===== src/rtl/light_pkg.sv =====
// ---------------------------------------------------------------------------
// light_pkg
// Shared definitions for the traffic-light request monitor.
//   - Phase encoding (PH_*) as observed on the controller's light outputs.
//   - Request FSM state encoding (RQ_*).
//   - code_to_phase(): decodes a {green,yellow,red} triple into a phase plus
//     a legal bit (legal only when exactly one light is on).
//   - phase_successor(): the only legal follow-on phase of a lit phase.
// ---------------------------------------------------------------------------
package light_pkg;

  localparam logic [1:0] PH_UNK    = 2'd0;
  localparam logic [1:0] PH_GREEN  = 2'd1;
  localparam logic [1:0] PH_YELLOW = 2'd2;
  localparam logic [1:0] PH_RED    = 2'd3;

  localparam logic [0:0] RQ_IDLE = 1'b0;
  localparam logic [0:0] RQ_PEND = 1'b1;

  typedef struct packed {
    logic       legal;
    logic [1:0] phase;
  } phase_code_t;

  function automatic phase_code_t code_to_phase(input logic g, input logic y, input logic r);
    phase_code_t pc;
    pc.legal = 1'b1;
    pc.phase = PH_UNK;
    case ({g, y, r})
      3'b100:  pc.phase = PH_GREEN;
      3'b010:  pc.phase = PH_YELLOW;
      3'b001:  pc.phase = PH_RED;
      default: pc.legal = 1'b0;
    endcase
    return pc;
  endfunction

  function automatic logic [1:0] phase_successor(input logic [1:0] ph);
    logic [1:0] nxt;
    case (ph)
      PH_GREEN:  nxt = PH_YELLOW;
      PH_YELLOW: nxt = PH_RED;
      PH_RED:    nxt = PH_GREEN;
      default:   nxt = PH_UNK;
    endcase
    return nxt;
  endfunction

endpackage


===== src/rtl/sat_counter.sv =====
// ---------------------------------------------------------------------------
// sat_counter
// CNT_W-wide up counter that loads 1, increments when enabled and sticks at
// its all-ones value instead of wrapping.
// Ports:
//   clk   - clock, rising edge
//   rst   - asynchronous active-low reset (count -> 0)
//   load  - load the value 1 (has priority over en)
//   en    - increment by one unless already saturated
//   count - current counter value
// ---------------------------------------------------------------------------
module sat_counter #(
  parameter int CNT_W = 16
) (
  input  logic             clk,
  input  logic             rst,
  input  logic             load,
  input  logic             en,
  output logic [CNT_W-1:0] count
);

  localparam logic [CNT_W-1:0] CNT_MAX = '1;
  localparam logic [CNT_W-1:0] CNT_ONE = CNT_W'(1);

  logic [CNT_W-1:0] count_reg;

  always_ff @(posedge clk or negedge rst) begin
    if (!rst) begin
      count_reg <= '0;
    end else if (load) begin
      count_reg <= CNT_ONE;
    end else if (en && (count_reg != CNT_MAX)) begin
      count_reg <= count_reg + CNT_ONE;
    end
  end

  assign count = count_reg;

endmodule


===== src/rtl/light_req_monitor.sv =====
// ---------------------------------------------------------------------------
// light_req_monitor
// Client-side companion of the traffic-light controller. Turns a one-cycle
// request pulse into a level request for the controller, watches the
// controller's lights, checks the phase order GREEN->YELLOW->RED->GREEN,
// reports how long each phase lasted and flags requests that wait too long.
//
// Build option: define LIGHT_REQ_SYNC_EN to pass the three light inputs
// through 2-flop synchronizers (adds 2 cycles of latency; the all-off reset
// value of the synchronizers is not treated as an error). Without it the
// lights must come from the same clock domain.
//
// Ports:
//   clk        - clock, rising edge
//   rst        - asynchronous active-low reset
//   req_pulse  - one-cycle request from a button/sensor
//   clr        - synchronous clear of sticky err/timeout (a new event wins)
//   green, yellow, red - controller light outputs
//   req        - level request to the controller
//   phase      - observed phase: 0=UNK 1=GREEN 2=YELLOW 3=RED
//   last_dwell - cycles spent in the most recently completed phase
//   dwell_vld  - one-cycle pulse when last_dwell updates
//   err        - sticky illegal-code / illegal-order flag
//   timeout    - sticky request-timeout flag
// ---------------------------------------------------------------------------
module light_req_monitor
  import light_pkg::*;
#(
  parameter int CNT_W       = 16,
  parameter int REQ_TIMEOUT = 1000
) (
  input  logic             clk,
  input  logic             rst,
  input  logic             req_pulse,
  input  logic             clr,
  input  logic             green,
  input  logic             yellow,
  input  logic             red,
  output logic             req,
  output logic [1:0]       phase,
  output logic [CNT_W-1:0] last_dwell,
  output logic             dwell_vld,
  output logic             err,
  output logic             timeout
);

  localparam logic [CNT_W-1:0] TIMEOUT_CNT = CNT_W'(REQ_TIMEOUT);

  // -------------------------------------------------------------------------
  // Light sampling
  // -------------------------------------------------------------------------
  logic [2:0] lights_s;      // {green, yellow, red} as seen by the phase FSM
  logic       startup_mask;  // suppress the synchronizer's reset value

`ifdef LIGHT_REQ_SYNC_EN
  logic [2:0] sync1_reg;
  logic [2:0] sync2_reg;
  logic [1:0] startup_reg;

  always_ff @(posedge clk or negedge rst) begin
    if (!rst) begin
      sync1_reg   <= 3'b000;
      sync2_reg   <= 3'b000;
      startup_reg <= 2'd0;
    end else begin
      sync1_reg <= {green, yellow, red};
      sync2_reg <= sync1_reg;
      if (startup_reg != 2'd2) begin
        startup_reg <= startup_reg + 2'd1;
      end
    end
  end

  assign lights_s = sync2_reg;
  // For the first two edges after reset the second stage still holds its
  // reset value rather than a real light code.
  assign startup_mask = (startup_reg != 2'd2) && (sync2_reg == 3'b000);
`else
  assign lights_s     = {green, yellow, red};
  assign startup_mask = 1'b0;
`endif

  // -------------------------------------------------------------------------
  // Phase FSM
  // -------------------------------------------------------------------------
  logic [1:0]       phase_reg;
  logic [1:0]       phase_next;
  phase_code_t      pc;
  logic             err_event;
  logic             phase_change;
  logic             dwell_report;
  logic             green_entry;
  logic             dwell_load;
  logic             dwell_en;
  logic [CNT_W-1:0] dwell_cnt;

  always_comb begin
    pc         = code_to_phase(lights_s[2], lights_s[1], lights_s[0]);
    phase_next = phase_reg;
    err_event  = 1'b0;
    if (!pc.legal) begin
      if (!startup_mask) begin
        err_event  = 1'b1;
        phase_next = PH_UNK;
      end
    end else if (phase_reg == PH_UNK) begin
      phase_next = pc.phase;
    end else if (pc.phase != phase_reg) begin
      // Out-of-order moves are still followed so the monitor re-locks on
      // the controller immediately; only the flag records the violation.
      phase_next = pc.phase;
      if (pc.phase != phase_successor(phase_reg)) begin
        err_event = 1'b1;
      end
    end
  end

  assign phase_change = (phase_next != phase_reg);
  assign dwell_report = phase_change && (phase_reg != PH_UNK);
  assign green_entry  = phase_change && (phase_next == PH_GREEN);
  assign dwell_load   = phase_change && (phase_next != PH_UNK);
  assign dwell_en     = !phase_change && (phase_reg != PH_UNK);

  sat_counter #(.CNT_W(CNT_W)) u_dwell_cnt (
    .clk   (clk),
    .rst   (rst),
    .load  (dwell_load),
    .en    (dwell_en),
    .count (dwell_cnt)
  );

  logic [CNT_W-1:0] last_dwell_reg;
  logic             dwell_vld_reg;
  logic             err_reg;

  always_ff @(posedge clk or negedge rst) begin
    if (!rst) begin
      phase_reg      <= PH_UNK;
      last_dwell_reg <= '0;
      dwell_vld_reg  <= 1'b0;
      err_reg        <= 1'b0;
    end else begin
      phase_reg     <= phase_next;
      dwell_vld_reg <= dwell_report;
      if (dwell_report) begin
        last_dwell_reg <= dwell_cnt;
      end
      if (err_event) begin
        err_reg <= 1'b1;
      end else if (clr) begin
        err_reg <= 1'b0;
      end
    end
  end

  // -------------------------------------------------------------------------
  // Request FSM
  // -------------------------------------------------------------------------
  logic [0:0]       rq_state_reg;
  logic [0:0]       rq_state_next;
  logic             wait_load;
  logic             wait_en;
  logic             timeout_event;
  logic [CNT_W-1:0] wait_cnt;
  logic             timeout_reg;

  always_comb begin
    rq_state_next = rq_state_reg;
    wait_load     = 1'b0;
    case (rq_state_reg)
      RQ_IDLE: begin
        // A pulse coinciding with green entry is already satisfied.
        if (req_pulse && !green_entry) begin
          rq_state_next = RQ_PEND;
          wait_load     = 1'b1;
        end
      end
      RQ_PEND: begin
        if (green_entry) begin
          rq_state_next = RQ_IDLE;
        end
      end
      default: rq_state_next = RQ_IDLE;
    endcase
  end

  assign wait_en       = (rq_state_reg == RQ_PEND);
  // The wait counter keeps running past the limit, so this fires once.
  assign timeout_event = (rq_state_reg == RQ_PEND) && (wait_cnt == TIMEOUT_CNT);

  sat_counter #(.CNT_W(CNT_W)) u_wait_cnt (
    .clk   (clk),
    .rst   (rst),
    .load  (wait_load),
    .en    (wait_en),
    .count (wait_cnt)
  );

  always_ff @(posedge clk or negedge rst) begin
    if (!rst) begin
      rq_state_reg <= RQ_IDLE;
      timeout_reg  <= 1'b0;
    end else begin
      rq_state_reg <= rq_state_next;
      if (timeout_event) begin
        timeout_reg <= 1'b1;
      end else if (clr) begin
        timeout_reg <= 1'b0;
      end
    end
  end

  assign req        = (rq_state_reg == RQ_PEND);
  assign phase      = phase_reg;
  assign last_dwell = last_dwell_reg;
  assign dwell_vld  = dwell_vld_reg;
  assign err        = err_reg;
  assign timeout    = timeout_reg;

endmodule


===== config.mk =====
export PLATFORM = sky130hd
export DESIGN_NAME = light_req_monitor
export DESIGN_NICKNAME = d
export VERILOG_FILES = /design/src/rtl/light_pkg.sv /design/src/rtl/sat_counter.sv /design/src/rtl/light_req_monitor.sv
export SDC_FILE = /design/constraint.sdc
export NUM_CORES = 1
export LEC_CHECK = 0
export ABC_AREA = 1
export CAP_MARGIN = 20
export CORE_ASPECT_RATIO = 1.1
export CORE_MARGIN = 2
export CORE_UTILIZATION = 45
export CTS_BUF_LIST = sky130_fd_sc_hd__clkbuf_8
export CTS_CLUSTER_SIZE = 28
export DETAILED_ROUTE_END_ITERATION = 10
export MAX_ROUTING_LAYER = met4
export SLEW_MARGIN = 20
export SYNTH_ARGS = -nofsm -noshare
export SYNTH_HDL_FRONTEND = slang
export SYNTH_SLANG_ARGS = --single-unit

===== constraint.sdc =====
create_clock -name clk -period 3.8 [get_ports clk]
set_input_delay 0.38 -clock clk [delete_from_list [all_inputs] [get_ports clk]]
set_output_delay 0.38 -clock clk [all_outputs]
set_load 0.005 [all_outputs]

==> results of run 1 <==
logic make-up (layout without fill, tap and decap cells):
group,Yosys count,count (layout),share of synthesized area
AND/OR/NAND/NOR,260,260,0.394
buffers and inverters,62,86,0.0885
flip-flops,54,54,0.412
AO/OA/AOI/OAI,20,20,0.0317
XOR/XNOR,19,19,0.0508
adder cells (fa/ha/maj),6,6,0.0229
area by class of cell:
| class | count | area, um2 |
|---|---|---|
| inverter | 51 | 191 |
| multi-input combinational | 305 | 1640 |
| tap | 85 | 106 |
| timing repair buffer | 29 | 283 |
| fill | 689 | 3400 |
| sequential | 54 | 1350 |
| clock buffer | 6 | 82.6 |
worst reg2reg max path, stage by stage, from the launching register on:
cell	delay (ps)
dfrtp_1	420
inv_1	120
o2111ai_1	230
nand3_1	630
nand2_1	360
o21ai_0	120
placed cells by master, fill, tap and decap left out:
| cell | instances |
|---|---|
| o21ai_0 | 8 |
| nor2_4 | 4 |
| inv_2 | 7 |
| nand2_1 | 115 |
| a21oi_1 | 2 |
| nand4_4 | 1 |
| inv_1 | 44 |
| and2_1 | 1 |
| nand3_2 | 12 |
| o21ai_1 | 9 |
| nand2_2 | 19 |
| nand4_1 | 5 |
| nand2_4 | 2 |
| nand3_4 | 1 |
| ha_1 | 6 |
| dfrtp_1 | 54 |
| clkbuf_8 | 6 |
| o2111ai_1 | 1 |
| nand3b_1 | 6 |
| clkdlybuf4s50_1 | 27 |
| nor3_1 | 1 |
| nor2_2 | 2 |
| nand3_1 | 54 |
| nor2_1 | 35 |
| buf_2 | 1 |
| xor2_1 | 17 |
| xnor2_1 | 2 |
| nor4_1 | 2 |
| buf_4 | 1 |
report_power, final:
group	total, uW	internal (uW)	switching (uW)
Clock	321	141	180
Sequential	689	631	57.7
Combinational	290	116	174
Total	1300	889	412
path summary, 6_finish.rpt:
kind,startpoint,end,cells past startpoint
hold / removal,rst,phase[0],2
setup reg to reg,phase[0],u_wait_cnt.count[14],5
hold reg to reg,last_dwell[3],last_dwell[3],2
min in group clk,last_dwell[3],last_dwell[3],2
max in group asynchronous,rst,last_dwell[4],2
setup / recovery,red,last_dwell[9],10
stage by stage:
| stage | setup WS [ps] | instance area [um2] | hold slack (ps) | total power, uW | util |
|---|---|---|---|---|---|
| 2_1_floorplan | 2280 | 3280 | 84.4 | 902 | - |
| 3_3_place_gp | 1490 | 3570 | 464 | 990 | 0.506 |
| 3_5_place_dp | 1420 | 3570 | 467 | 995 | 0.506 |
| 4_1_cts | 1750 | 3650 | 230 | 1320 | 0.518 |
| 5_1_grt | 1540 | 3650 | 258 | 1400 | 0.518 |
| 6_report | 1770 | 3650 | 191 | 1300 | 0.518 |
synth_stat cells (all sizes together):
cell     instances
xnor2            2
nand3b           6
xor2            17
o21ai           17
nand4            6
ha               6
o2111ai          1
buf             10
a21oi            2
nor3             1
nor2            41
dfrtp           54
nor4             2
nand3           67
inv             51
and2             1
nand2          136
clkbuf           1
metal layers:
layer / GRT usage / vias up
met5: - / -
met4: 0.0648 / 0
met3: 0.0371 / 7
met2: 0.283 / 51
met1: 0.265 / 1241
li1: - / 1375
==> flow_summary.ini, run 1 <==
[synthesis]
mappedNetlistNets = 434
synth_area_leaders = dfrtp_1 (41%), nand2_1 (13%), nand3_1 (8.2%)
post_synth_cell_types = 30
yosys_synthesis_warning_count = 0
synth_largest_type_area_fraction = 0.412
seq_area_frac_synth = 0.412
synthesis.instances = 421
synth.largest_area_cell = dfrtp_1
syn-cell-area_um2 = 3280
postSynthAreaPerCell_um2 = 7.79
synth_seq_cells = 54

[place]
gpl.final_weighted_congestion = 0.889
dpl.cell_count = 524
numPortBuffers = 28
hpwlAfterDp_um = 4650

[clocking]
cts.sink_count = 54
cts_resized = 0
cts_hold_repair_buffers = 0
clock_tree_from_tritoncts = built
clk_path_buf_depth = 2
clock_tree.root_cell = clkbuf_8
tritoncts.num_buffers = 5
clk_transition_reported_paths_ps = 90
post_cts.repair.setup_buffers = 0
maximum_level_of_the_cts_h_tree = 2
worstSkewPairLatency_ps = 310

[sta]
worstMarginPinSlew_ps = 830
grt_setup_unrepaired = false
final.setup.tns_ps = 0
post-route-min-period_ps = 2030
post-route-period-util = 0.535
fmax_mhz = 492
finalClockSkew_ps = 4.67
drv_slew = 0
final-setup-viol-count = 0
timing.slew.headroom = 0.445
final_count_of_hold_timing_violations = 0

[critical_path]
critical_path.startpoint_type = primary input
crit_chain = clkdlybuf4s50_1 -> inv_2 -> nand3_1 -> nand3_1 -> nand2_2 -> nand2_2 -> nand2_2 -> inv_2 -> nand2_1 -> nand2_1
slowest_delay_ps = 530
cpMostUsedCell = nand2_2
critical_path.top_delay_family = simple AND/OR/NAND/NOR gates
worst-endpoint-required_ps = 4000
r2r_setup_slack_ps = 1790
worstPathBufferInverterCount = 3
timing.critical_path.arrival_ps = 2230
timing.setup.critical_path_class = primary input to register
worst_path_max_delay_cell = clkdlybuf4s50_1
end_kind = register
crit_path_max_fanout = 25

[detailed_routing]
drt_pre_antenna_iters = 4
detail_route.wirelength.met1_um = 3450
route.top_layer_used = met4
drc_errors = 0
routed_length_per_placed_instance_um = 12.6
drt_iter0_drc = 145
detail_routed_via_count_per_cell = 5.05
detailroute.wirelength.met2_um = 2900
met3_wirelength_from_detailed_routing_um = 261
num_vias = 2674
post_route_ant_nets = 0
totalWireLength_um = 6700

[global_route]
grt_max_degree = 55
grt_first_pass_wirelength_um = 11900
antenna_found_initial = 0
grt_overflow = 0
grtUsageTotal = 0.192
grt_pass1_vias = 2528

[die]
floorplan.initialDensity = 0.465
fp.dieH_um = 93.5
core_area_um2 = 7050
design.die.area_um2 = 7980
row_count = 32
pin_count = 29
dieWidth_um = 85.4

[cells_and_area]
nets = 459
drive_above_1_share = 0.126
layoutNonFillerInstCount = 530
n_antenna_cell = 0
area.growth.synth_to_final_pct = 11.4

[worst_hold_path]
hold_path.class = primary input to async pin

[pwr]
power-per-cell-area_nw_per_um2 = 356
p_leak_uw = 0.00184
ir_worst_vdd_uv = 290

[run_status]
status = completed

[job]
max_capacitance_violation_count = 0
Power figures use the tool's default switching activity.
==> run 2: changes to the inputs <==
- clock period: 3.8 -> 2 ns (I/O delays scaled with it)
==> run 2 against run 1 <==
  * Hold slack gained 220 ps
  * Utilization up 1.8 points
  * Critical path depth is the same
  * Clock power is 100% higher
  * Critical path type is now register to register
  * Critical endpoint is now u_wait_cnt.count[3]
==> flow_summary.ini, run 2 (same netlist as run 1, synthesis figures left out) <==
[die]
core_area_um2 = 7050
pin_count = 29
row_count = 32
design.die.area_um2 = 7980
floorplan.initialDensity = 0.465
fp.dieH_um = 93.5
dieWidth_um = 85.4

[pwr]
p_sw_uw = 835
power_uw = 2570
power-per-cell-area_nw_per_um2 = 680
power_switching_share = 0.325
power.clock.fraction = 0.255
ir_worst_vdd_uv = 438
comb_power_share = 0.234
seqPwrFrac = 0.510
cellInternalPower_uw = 1740
p_leak_uw = 0.00190

[critical_path]
worst-endpoint-required_ps = 2250
worst_r2r_endpoint = u_wait_cnt.count[3]
r2r_setup_slack_ps = 270
critical_path.startpoint_type = register
crit-reg2reg-launch = u_wait_cnt.count[0]
timing.setup.critical_path_class = register to register
crit_start = u_wait_cnt.count[0]
worstRegToRegCells = 10
crit_path_max_fanout = 8
critPathCapture = u_wait_cnt.count[3]
end_kind = register
timing.critical_path.arrival_ps = 1980

[cells_and_area]
drive_above_1_share = 0.141
nets = 466
n_antenna_cell = 0
most_common_cell_after_layout_fill_and_taps_aside = nand2_1
area.growth.synth_to_final_pct = 15.3
final_cell_mix = nand2_1 (115), nand3_1 (54), dfrtp_1 (54)

[detailed_routing]
post_route_ant_nets = 0
totalWireLength_um = 7000
drc_errors = 0
drt_iter0_drc = 197
detail_routed_via_count_per_cell = 5.12
num_vias = 2759
drt_pre_antenna_iters = 4
routed_length_per_placed_instance_um = 13.0

[clocking]
maximum_level_of_the_cts_h_tree = 2
cts.sink_count = 54
clk_path_buf_depth = 2
cts_resized = 0
tritoncts.num_buffers = 5
clock_tree_from_tritoncts = built
worstSkewPairLatency_ps = 310
clk_transition_reported_paths_ps = 100
clock_tree.root_cell = clkbuf_8

[sta]
post-route-min-period_ps = 1730
timing.slew.headroom = 0.606
post-route-period-util = 0.867
grt_setup_unrepaired = false
final_count_of_hold_timing_violations = 0
fmax_mhz = 577
finalClockSkew_ps = 6.24
final.setup.tns_ps = 0
final-setup-viol-count = 0
worstMarginPinSlew_ps = 591
drv_slew = 0

[place]
gpl.final_weighted_congestion = 0.899
numPortBuffers = 28
hpwlAfterDp_um = 4990

[worst_hold_path]
hold_path.class = primary input to async pin

[global_route]
grt_max_degree = 32
grt_pass1_vias = 2632
grtUsageTotal = 0.197
grt_first_pass_wirelength_um = 12400
antenna_found_initial = 0
grt_overflow = 0

[job]
max_capacitance_violation_count = 0

[run_status]
status = completed
[run 2: how the worst min path moves through the flow]
stage	endpoint	slack [ps]
after floorplan	dwell_vld	-100
after global placement	phase[1]	240
after detailed placement	phase[1]	250
after CTS	phase[1]	440
after global routing	phase[0]	460
final	phase[1]	410
[run 2: what timing repair did]
item / CTS / global route
setup buffers: 0 / 0
hold endpoints to repair: 23 / 0
hold buffers: 1 / 0
[run 2: routing by layer]
metal | track usage | vias to the layer above | part of all wire | wire length [um]
met5 | - | - | 0 | 0
met1 | 0.278 | 1324 | 0.50 | 3490
met2 | 0.303 | 37 | 0.46 | 3240
li1 | - | 1393 | - | -
met4 | 0.0437 | 0 | 0.0097 | 68
met3 | 0.0291 | 5 | 0.029 | 200
[run 2: through the flow]
stage | area, um2 | std cells | util | setup WS [ps] | hold WS [ps]
6_report | 3780 | 539 | 0.537 | 267 | 411
5_1_grt | 3780 | 539 | 0.537 | 81.4 | 460
4_1_cts | 3780 | 539 | 0.537 | 255 | 444
3_5_place_dp | 3680 | 530 | 0.522 | 155 | 248
3_3_place_gp | 3680 | 530 | 0.522 | 194 | 245
2_1_floorplan | 3280 | 421 | - | 478 | -95.6
[run 2: area by class of cell]
| type | count | area [um2] |
|---|---|---|
| fill | 690 | 3270 |
| multi-input combinational | 305 | 1640 |
| sequential | 54 | 1350 |
| timing repair buffer | 36 | 400 |
| inverter | 51 | 191 |
| tap | 85 | 106 |
| clock buffer | 6 | 82.6 |
| clock inverter | 2 | 12.5 |
[run 2: power groups by stage]
stage                     registers (uW)  logic [uW]  clock network [uW]
after global routing                1330         701                 719
after detailed placement            1330         611                   0
final                               1310         603                 657
after global placement              1330         598                   0
after floorplan                     1310         401                   0
after CTS                           1310         616                 679
[run 2: critical path, cell delays in order (launching register included)]
cell and delay, ps:
dfrtp_1 420, ha_1 220, nand2_1 100, nor2_2 50
and2_1 170, nand3_2 100, nand2_2 140, buf_4 200
o21ai_0 140, inv_1 50, nor2_1 80
==> run 3: changes to the inputs <==
- CTS_BUF_LIST: sky130_fd_sc_hd__clkbuf_8 -> sky130_fd_sc_hd__clkbuf_4
==> run 3 against run 2 <==
  * Non-clock buffer count is the same
  * Clock power shrank 24%
  * Highest routed layer unchanged
  * Via count shrank 0.47%
  * Routed wire length shrank 0.27%
  * Clock-buffer cell count shrank 1
  * Global-route usage grew 0.077 points
  * Final area shrank 1.1%
  * Die area is the same
  * Register-to-register slack is essentially flat
  * Critical path depth is the same
  * Power shrank 6.2%
==> flow_summary.ini, run 3 (same netlist as run 1, synthesis figures left out) <==
[run_status]
status = completed

[detailed_routing]
drt_pre_antenna_iters = 4
drc_errors = 0
totalWireLength_um = 6980
detail_routed_via_count_per_cell = 5.09
post_route_ant_nets = 0
detail_route.wirelength.met1_um = 3460
route.top_layer_used = met4
detailroute.wirelength.met2_um = 3240
met3_wirelength_from_detailed_routing_um = 227
routed_length_per_placed_instance_um = 12.9
num_vias = 2746
drt_iter0_drc = 152

[pwr]
p_leak_uw = 0.00188
comb_power_share = 0.249
seqPwrFrac = 0.544
power-per-cell-area_nw_per_um2 = 645
ir_worst_vdd_uv = 425
p_sw_uw = 823
power_uw = 2410
cellInternalPower_uw = 1590
power.clock.fraction = 0.207
power_switching_share = 0.341

[clocking]
tritoncts.num_buffers = 5
post_cts.repair.setup_buffers = 0
cts.sink_count = 54
clock_tree.root_cell = clkbuf_4
cts_resized = 0
maximum_level_of_the_cts_h_tree = 2
clock_tree_from_tritoncts = built
clk_transition_reported_paths_ps = 170
clk_path_buf_depth = 2
worstSkewPairLatency_ps = 380
cts_hold_repair_buffers = 1

[critical_path]
worst-endpoint-required_ps = 2320
worst_r2r_endpoint = u_wait_cnt.count[3]
timing.setup.critical_path_class = register to register
timing.critical_path.arrival_ps = 2050
crit_path_max_fanout = 8
crit-reg2reg-launch = u_wait_cnt.count[0]
worstRegToRegCells = 10
critical_path.startpoint_type = register
end_kind = register
r2r_setup_slack_ps = 260

[sta]
final_count_of_hold_timing_violations = 0
post-route-period-util = 0.868
final-setup-viol-count = 0
post-route-min-period_ps = 1740
grt_setup_unrepaired = false
finalClockSkew_ps = 12.8
drv_slew = 0
final.setup.tns_ps = 0
fmax_mhz = 576
worstMarginPinSlew_ps = 594
timing.slew.headroom = 0.604

[cells_and_area]
area.growth.synth_to_final_pct = 14.1
fill_cells = 694
most_common_cell_after_layout_fill_and_taps_aside = nand2_1
drive_above_1_share = 0.139
final_cell_mix = nand2_1 (115), nand3_1 (54), dfrtp_1 (54)
nets = 466
n_antenna_cell = 0

[global_route]
antenna_found_initial = 0
grt_max_degree = 32
grt_first_pass_wirelength_um = 12400
grtUsageTotal = 0.198
grt_overflow = 0
grt_pass1_vias = 2624

[die]
design.die.area_um2 = 7980
core_area_um2 = 7050
floorplan.initialDensity = 0.465
row_count = 32
fp.dieH_um = 93.5
pin_count = 29
dieWidth_um = 85.4

[job]
max_capacitance_violation_count = 0

[place]
gpl.final_weighted_congestion = 0.899
numPortBuffers = 28
hpwlAfterDp_um = 4990

[worst_hold_path]
hold_path.class = primary input to async pin
-- run 3: changes by cell type in the layout (fill, tap and decap cells not counted) --
cell / before / now
clkinv_1: 0 / 1
clkbuf_4: 0 / 5
clkbuf_8: 6 / 0
-- run 3: worst max-delay path by stage --
stage / cells past startpoint / startpoint / to / slack [ps]
floorplan: 10 / u_wait_cnt.count[0] / u_wait_cnt.count[3] / 480
global placement: 8 / red / u_dwell_cnt.count[13] / 190
detailed placement: 10 / red / err / 160
CTS: 10 / u_wait_cnt.count[0] / u_wait_cnt.count[3] / 240
global route: 10 / u_wait_cnt.count[0] / u_wait_cnt.count[3] / 70
finish: 10 / u_wait_cnt.count[0] / u_wait_cnt.count[3] / 260
-- run 3: routing by layer --
metal / up-vias / global-route usage
met5: - / -
met3: 4 / 0.0318
met2: 42 / 0.302
li1: 1392 / -
met1: 1308 / 0.279
met4: 0 / 0.0437
-- run 3: power groups by stage --
stage               Combinational (uW)  Sequential, uW  Clock, uW
floorplan                          401            1310          0
global placement                   598            1330          0
detailed placement                 611            1330          0
CTS                                616            1310        515
global route                       701            1330        561
finish                             602            1310        499
-- run 3: cell type report --
type / instances / area [um2] / share of cell area
multi-input combinational: 305 / 1640 / 0.438
sequential: 54 / 1350 / 0.361
timing repair buffer: 36 / 400 / 0.107
inverter: 51 / 191 / 0.0512
tap: 85 / 106 / 0.0284
clock buffer: 5 / 37.5 / 0.0100
clock inverter: 3 / 16.3 / 0.00435
-- run 3: per-stage QoR --
stage           util  setup slack [ps]  instance area, um2  instances  hold WS, ps
3_5_place_dp   0.522               155                3680        530          248
3_3_place_gp   0.522               194                3680        530          245
2_1_floorplan      -               478                3280        421        -95.6
5_1_grt        0.531              70.4                3740        539          351
6_report       0.531               265                3740        539          324
4_1_cts        0.531               245                3740        539          353
-- run 3: critical path, stage by stage (launching register included) --
cell and delay [ps]:
dfrtp_1 440, ha_1 220, nand2_1 100, nor2_2 50
and2_1 170, nand3_2 100, nand2_2 140, buf_4 200
o21ai_0 140, inv_1 50, nor2_1 80
==> variant: new RTL, config.mk and constraints of run 2 <==
`CNT_W` is set to 16 in 2 places; all go to 12.
--- a/src/rtl/sat_counter.sv
+++ b/src/rtl/sat_counter.sv
@@ -10,7 +10,7 @@
 //   count - current counter value
 // ---------------------------------------------------------------------------
 module sat_counter #(
-  parameter int CNT_W = 16
+  parameter int CNT_W = 12
 ) (
   input  logic             clk,
   input  logic             rst,
--- a/src/rtl/light_req_monitor.sv
+++ b/src/rtl/light_req_monitor.sv
@@ -26,7 +26,7 @@
 module light_req_monitor
   import light_pkg::*;
 #(
-  parameter int CNT_W       = 16,
+  parameter int CNT_W       = 12,
   parameter int REQ_TIMEOUT = 1000
 ) (
   input  logic             clk,
Interface: changed (resized last_dwell); port bits go from 29 to 25. No check against the original RTL was run, so the function may have changed too.
==> variant against run 2 <==
- sequential cell count down 12
- routed wire length is 31% lower
- highest routed layer unchanged
- area after synthesis decreased by 26%
- design area shrank 24%
- setup slack improved by 0.069 ns
- power fell by 12%
- critical endpoint unchanged
- critical path type unchanged
- critical path depth stayed put
==> variant: results <==
export IMPL_drive_gt1_share_pct=8.116
export IMPL_grt_max_degree=23
export IMPL_routed_via_count=2026
export IMPL_ys_types=26
export IMPL_grt_pass1_vias=1944
export IMPL_max_stage_delay_ns=0.44
export IMPL_relSlewSlack_pct=66.97
export IMPL_grt_pass1_wl_um=8549
export IMPL_final_cell_count_no_fill=420
export IMPL_ys_top_cells_by_count="nand2_1, nand3_1, dfrtp_1"
export IMPL_clk_pin_slew_ns=0.08
export IMPL_synth_fp_nets=329
export IMPL_worstPathMaxFanout=13
export IMPL_status="complete, no violations"
export IMPL_arrival_ns=1.85
export IMPL_dp_hpwl_um=3555
export IMPL_yosys_top_cells_area="dfrtp_1, nand2_1, nand3_1, inv_1, xor2_1"
export IMPL_worstMarginPinSlew_ns=0.4954
export IMPL_wl_um=4838
export IMPL_grtUsageTotal_pct=18.93
export IMPL_dp_cells=411
export IMPL_place_congestion=0.8574
export IMPL_clk_latency_ns=0.29
export IMPL_ir_worst_vdd_mv=0.4798
export IMPL_drt_first_pass_iters=5
export IMPL_skew_ns=0.007093
-- variant: changes by cell type after synthesis, moves of 3 or more --
| cell | run 2 | this run |
|---|---|---|
| o21ai_0 | 8 | 2 |
| nand2_2 | 19 | 6 |
| nand3_1 | 54 | 49 |
| dfrtp_1 | 54 | 42 |
| inv_2 | 7 | 3 |
| nand3_2 | 12 | 3 |
| nor2_4 | 4 | 1 |
| xor2_1 | 17 | 14 |
| nor2_1 | 35 | 18 |
| nor3_1 | 1 | 6 |
| inv_1 | 44 | 35 |
| nand2_1 | 115 | 95 |
-- variant: cell families after synthesis --
logic type,count (synthesis),share of synthesized area (%)
compound gates,11,2.515
simple gates,193,36.24
fa+ha+maj,6,3.080
flops,42,43.12
buf+inv,48,9.292
xor+xnor,16,5.750
-- variant: area by class of cell --
class,count,area [sq um]
Clock inverter,3,37.54
Fill cell,520,2435
Clock buffer,5,68.82
Tap cell,75,93.84
Sequential cell,42,1051
Timing Repair Buffer,30,295.3
Inverter,39,148.9
Multi-Input combinational cell,226,1160
-- variant: worst max-delay path, delay by kind of cell (launching register included) --
kind                     cells  cell delay, ns
flip-flops                   1            0.44
buffers and inverters        1            0.15
AND/OR/NAND/NOR              8            0.73
adder cells (fa/ha/maj)      1            0.23
-- variant: final timing paths --
path / depth (start not counted) / slack (ns) / to / startpoint
hold reg to reg: 2 / 0.48 / last_dwell[9] / last_dwell[9]
max in group asynchronous: 3 / 1.10 / u_wait_cnt.count[4] / rst
setup reg to reg: 10 / 0.34 / u_wait_cnt.count[3] / u_wait_cnt.count[0]
min in group clk: 2 / 0.48 / last_dwell[9] / last_dwell[9]
hold / removal: 2 / 0.41 / u_dwell_cnt.count[10] / rst
setup / recovery: 10 / 0.34 / u_wait_cnt.count[3] / u_wait_cnt.count[0]
-- variant: stage by stage --
stage | setup slack (ns) | util, %
floorplan | 0.6100 | -
finish | 0.3362 | 53.97
global route | 0.1802 | 53.97
detailed placement | 0.1531 | 51.77
global placement | 0.1814 | 51.77
CTS | 0.3279 | 53.97
-- variant: metal layers --
layer,GRT usage (%),part of all wire [%]
met5,-,0
met4,6.000,1.1
met3,3.722,2.1
met2,32.59,52
met1,22.11,45
-- variant: power breakdown --
| part | switching (mW) | internal, mW | leakage (nW) |
|---|---|---|---|
| logic | 0.305 | 0.232 | 0.819 |
| clock network | 0.281 | 0.363 | 0.0607 |
| registers | 0.123 | 0.958 | 0.558 |
